### src/rtl/texture_block_fetch_pkg.sv
// Shared render definitions for the R8 texture block fetch path.
// Holds the FSM state encoding and the block geometry constants.
package texture_block_fetch_pkg;

  localparam int TEX_BLK_BEATS = 8;
  localparam int TEX_BLK_BITS  = 128;
  localparam int TEX_BEAT_W    = 16;

  typedef enum logic [2:0] {
    IDLE  = 3'd0,
    REQ   = 3'd1,
    RECV  = 3'd2,
    DRAIN = 3'd3,
    HOLD  = 3'd4
  } state_t;

endpackage

### src/rtl/texture_block_fetch.sv
// Fetches one 4x4 R8 texture block as an 8-beat 16-bit SDRAM burst and
// assembles it into a row-major 128-bit block word with a valid/ready output.
module texture_block_fetch
  import texture_block_fetch_pkg::*;
#(
  parameter int ADDR_W = 24,
  parameter int BEATS  = TEX_BLK_BEATS
) (
  input  logic                    clk,
  input  logic                    rst,
  input  logic                    req_valid,
  output logic                    req_ready,
  input  logic [ADDR_W-1:0]       req_addr,
  input  logic                    flush,
  output logic                    mem_req,
  output logic [ADDR_W-1:0]       mem_addr,
  input  logic                    mem_ack,
  input  logic                    mem_rvalid,
  input  logic [TEX_BEAT_W-1:0]   mem_rdata,
  output logic                    blk_valid,
  input  logic                    blk_ready,
  output logic [TEX_BLK_BITS-1:0] blk_data,
  output logic [ADDR_W-1:0]       blk_addr
);

  localparam int CNT_W = $clog2(BEATS);

  state_t             state_reg;
  state_t             state_next;
  logic [CNT_W-1:0]   beat_cnt_reg;
  logic [ADDR_W-1:0]  mem_addr_reg;
  logic [ADDR_W-1:0]  blk_addr_reg;
  logic               last_beat;
  logic               accept;
  logic               beat_we;

  assign last_beat = (beat_cnt_reg == CNT_W'(BEATS - 1));
  assign accept    = (state_reg == IDLE) && req_valid && !flush;
  // A beat arriving in the flush cycle is counted but never stored.
  assign beat_we   = (state_reg == RECV) && mem_rvalid && !flush;

  always_ff @(posedge clk or posedge rst) begin
    if (rst) begin
      state_reg <= IDLE;
    end else begin
      state_reg <= state_next;
    end
  end

  always_comb begin
    state_next = state_reg;
    case (state_reg)
      IDLE: begin
        if (req_valid && !flush) state_next = REQ;
      end
      REQ: begin
        if (mem_ack && flush)  state_next = DRAIN;
        else if (mem_ack)      state_next = RECV;
        else if (flush)        state_next = IDLE;
      end
      RECV: begin
        // Flushing on the final beat leaves nothing to drain.
        if (flush)                         state_next = (mem_rvalid && last_beat) ? IDLE : DRAIN;
        else if (mem_rvalid && last_beat)  state_next = HOLD;
      end
      DRAIN: begin
        if (mem_rvalid && last_beat) state_next = IDLE;
      end
      HOLD: begin
        if (blk_ready || flush) state_next = IDLE;
      end
      default: state_next = IDLE;
    endcase
  end

  always_comb begin
    req_ready = (state_reg == IDLE);
    mem_req   = (state_reg == REQ);
    blk_valid = (state_reg == HOLD);
    mem_addr  = mem_addr_reg;
    blk_addr  = blk_addr_reg;
  end

  // Count wraps to zero after the last beat, ready for the next burst.
  always_ff @(posedge clk or posedge rst) begin
    if (rst) begin
      beat_cnt_reg <= '0;
    end else if ((state_reg == REQ) && mem_ack) begin
      beat_cnt_reg <= '0;
    end else if (((state_reg == RECV) || (state_reg == DRAIN)) && mem_rvalid) begin
      beat_cnt_reg <= beat_cnt_reg + 1'b1;
    end
  end

  always_ff @(posedge clk or posedge rst) begin
    if (rst) begin
      mem_addr_reg <= '0;
      blk_addr_reg <= '0;
    end else begin
      if (accept) mem_addr_reg <= req_addr;
      if (beat_we && last_beat) blk_addr_reg <= mem_addr_reg;
    end
  end

  genvar gi;
  generate
    for (gi = 0; gi < BEATS; gi++) begin : g_lane
      logic [TEX_BEAT_W-1:0] lane_reg;

      always_ff @(posedge clk or posedge rst) begin
        if (rst) begin
          lane_reg <= '0;
        end else if (beat_we && (beat_cnt_reg == CNT_W'(gi))) begin
          lane_reg <= mem_rdata;
        end
      end

      assign blk_data[gi*TEX_BEAT_W +: TEX_BEAT_W] = lane_reg;
    end
  endgenerate

endmodule

### config.mk
export PLATFORM = sky130hd
export DESIGN_NAME = texture_block_fetch
export DESIGN_NICKNAME = d
export VERILOG_FILES = /design/src/rtl/texture_block_fetch_pkg.sv /design/src/rtl/texture_block_fetch.sv
export SDC_FILE = /design/constraint.sdc
export NUM_CORES = 1
export LEC_CHECK = 0
export ABC_AREA = 1
export CORE_MARGIN = 1
export CORE_UTILIZATION = 46
export CTS_CLUSTER_SIZE = 24
export DETAILED_ROUTE_END_ITERATION = 10
export PLACE_DENSITY = 0.91
export SKIP_CTS_REPAIR_TIMING = 1
export SYNTH_ARGS = -nofsm -noshare
export SYNTH_HDL_FRONTEND = slang
export SYNTH_SLANG_ARGS = --single-unit
### constraint.sdc
create_clock -name clk -period 7.5 [get_ports clk]
set_clock_uncertainty 0.15 [all_clocks]
set_input_delay 0.75 -clock clk [delete_from_list [all_inputs] [get_ports clk]]
set_output_delay 0.75 -clock clk [all_outputs]
set_load 0.1 [all_outputs]
==> reports/qor.yml <==
status:
  outcome: "complete, no violations"
worst_setup_path:
  crit_chain: "nor3_1 -> clkdlybuf4s50_1"
  r2r_cells: 5
  r2r_slack_ns: 4.46
  worstPathRequired_ns: 6.60
  end_kind: "output port"
  arrival_ns: 2.60
  critical_path_class: "reg2out"
  cpPeakStageDelay_ns: 1.23
  cp-start-kind: "flop"
  critPathSlowestCell: "clkdlybuf4s50_1"
  crit_fanout: 10
  reg2reg_from: "state_reg[2]"
  r2r-end: "g_lane[7].lane_reg[9]"
synth:
  synthSimpleGateAreaFrac_pct: 15.34
  synth.most_common_cell: "nand2_1"
  synth.area.top_cells: "dfrtp_1 66%, nand2_1 12%, o21ai_0 11%, inv_1 3.0%, nand3_1 2.3%"
  synth_compound_area_share_pct: 11.78
  synth_fa_ha_area_share_pct: 1.094
  ys.warnings.count: 0
  synth.top_cell.area_share_pct: 66.39
  synth_common_cells: "211 x nand2_1, 182 x dfrtp_1, 150 x o21ai_0"
  async_flop_share_pct: 100.0
  synth_edf_count: 0
  synthesis.area_sq_um: 6860
  synth_mux_area_share_pct: 0
  synth_top_family_by_area: "simple AND/OR/NAND/NOR gates"
  ys.flop_type: "dfrtp_1"
  synthXorXnorAreaFrac_pct: 0
  ys_ff_latch: 182
  syn_nets: 752
  synth_top_area_cell: "dfrtp_1"
  syn_area_per_cell_sq_um: 9.814
  synthCells: 699
  synth_cell_types: 19
  ys_seq_area_share_pct: 66.39
flow_run:
  maxCapViolCount: 0
floorplan:
  die_h_um: 124.1
  coreArea_sq_um: 14530
  placementRows: 44
  die_w_um: 124.1
  initial_core_util_pct: 47.20
  ios: 226
  die-area_sq_um: 15410
timing:
  final.period_utilization_pct: 46.71
  setup-violations-final: 0
  rsz0062_at_grt: "no"
  worst_pin_slew_ns: 1.170
  relSlewSlack_pct: 21.74
  final.min_clock_period_ns: 3.504
  fmax_mhz: 285.4
  maxSlewViolCount: 0
  fin_tns_setup_ns: 0
  finalHoldViolCount: 0
clock_network:
  cts_max_level: 4
  cts_made_buffers: 17
  cts_sinks: 182
  clkTransAtPathRegs_ns: 0.07
  cts_tree: "built"
  clk_latency_ns: 0.43
  clockRootBuffer: "clkbuf_16"
  clock_tree.buffer_depth: 2
place:
  port_buffers: 225
  place.gp.congestion: 0.8298
  post-dp-hpwl_um: 12530
  place_inst: 1075
global_route:
  grt_pass1_wl_um: 28390
  grt_usage_pct: 24.88
  antenna_found_initial: 0
  first_global_vias: 5533
  grt_max_degree: 104
  grt_overflow: 0
layout:
  drive_gt1_share_pct: 4.550
  fillers: 1059
  syn2layout_area_growth_pct: 43.08
  fin_nets: 963
  instances_no_fill: 1107
  largest_reg_flops: 128
  num_antenna_cells: 0
hold_path:
  hp-start: "blk_addr[18]"
  min_to: "blk_addr[18]"
  hold_path_depth: 2
  worstHoldPathType: "reg2reg"
route:
  antenna_left: 0
  drt_iter0_drc: 392
  avgRoutedWirePerCell_um: 16.69
  firstDrtPassIters: 6
  routed_wl_um: 18480
  vias: 5707
  drc: 0
  viasPerCell: 5.155
-- stage by stage --
stage               setup slack, ns  utilization, %  hold WS (ns)  area (sq um)
global placement              4.012           63.42        0.3056          9218
CTS                           4.011           67.54        0.3325          9816
finish                        3.996           67.54        0.3316          9816
detailed placement            3.868           63.42        0.3124          9218
floorplan                     1.656               -        0.3886          6860
global route                  3.895           67.54        0.3512          9816
-- routing by layer --
| metal | global-route usage, % | routed length, um | part of all wire (%) | vias to the layer above |
|---|---|---|---|---|
| met2 | 42.40 | 9346 | 51 | 232 |
| met1 | 28.60 | 7161 | 39 | 2773 |
| met4 | 9.375 | 366 | 2.0 | 0 |
| met3 | 8.883 | 1605 | 8.7 | 25 |
| li1 | - | - | - | 2677 |
| met5 | 0 | 0 | 0 | - |
-- placed cells by master (no fill, tap or decap) --
master             n
nand2_2            3
o21ai_0          150
clkinv_2           1
bufinv_16          2
o21ai_1            5
nand4_1            7
clkbuf_16         17
nor2_1             4
o211ai_1           2
o22ai_1            2
ha_1               6
a21oi_1            1
inv_8              1
nand3_1           31
dfrtp_1          182
nor3_4             1
clkbuf_1           1
clkinvlp_4         4
inv_6              4
nand2_1          211
nor3_1             1
buf_4              5
clkdlybuf4s50_1  225
clkinv_4           1
nor2_2             1
inv_1             53
clkbuf_8           2
-- worst max-delay path: cells and delay by family, from the launching register on --
family                 cells  cell delay [ns]
AND/OR/NAND/NOR            1             0.43
flip-flops                 1             0.51
buffers and inverters      1             1.23
-- layout make-up --
cell class	count	area, sq um	share of cell area [%]
Inverter	54	207.7	2.116
Tap cell	184	230.2	2.345
Clock buffer	20	456.7	4.653
Clock inverter	12	141.4	1.440
Multi-Input combinational cell	425	1936	19.72
Timing Repair Buffer	230	2290	23.33
Sequential cell	182	4554	46.40
-- kinds of logic (layout without fill, tap and decap cells) --
kind of cell             Yosys count  in the layout
flip-flops                       182            182
buffers and inverters             92            316
AND/OR/NAND/NOR                  259            259
adder cells (fa/ha/maj)            6              6
AO/OA/AOI/OAI                    160            160
-- worst max-delay path by stage --
stage / start / end / slack [ns] / depth (start not counted)
floorplan: rst / beat_cnt_reg[0] / 1.66 / 1
detailed placement: mem_rvalid / g_lane[7].lane_reg[9] / 3.87 / 5
global placement: mem_rvalid / g_lane[7].lane_reg[5] / 4.01 / 5
CTS: state_reg[0] / req_ready / 4.01 / 2
global route: state_reg[0] / req_ready / 3.90 / 2
finish: state_reg[0] / req_ready / 4.00 / 2
Power is not shown: default switching activity piles up to over one toggle a cycle in this logic, so the estimate is an artifact.
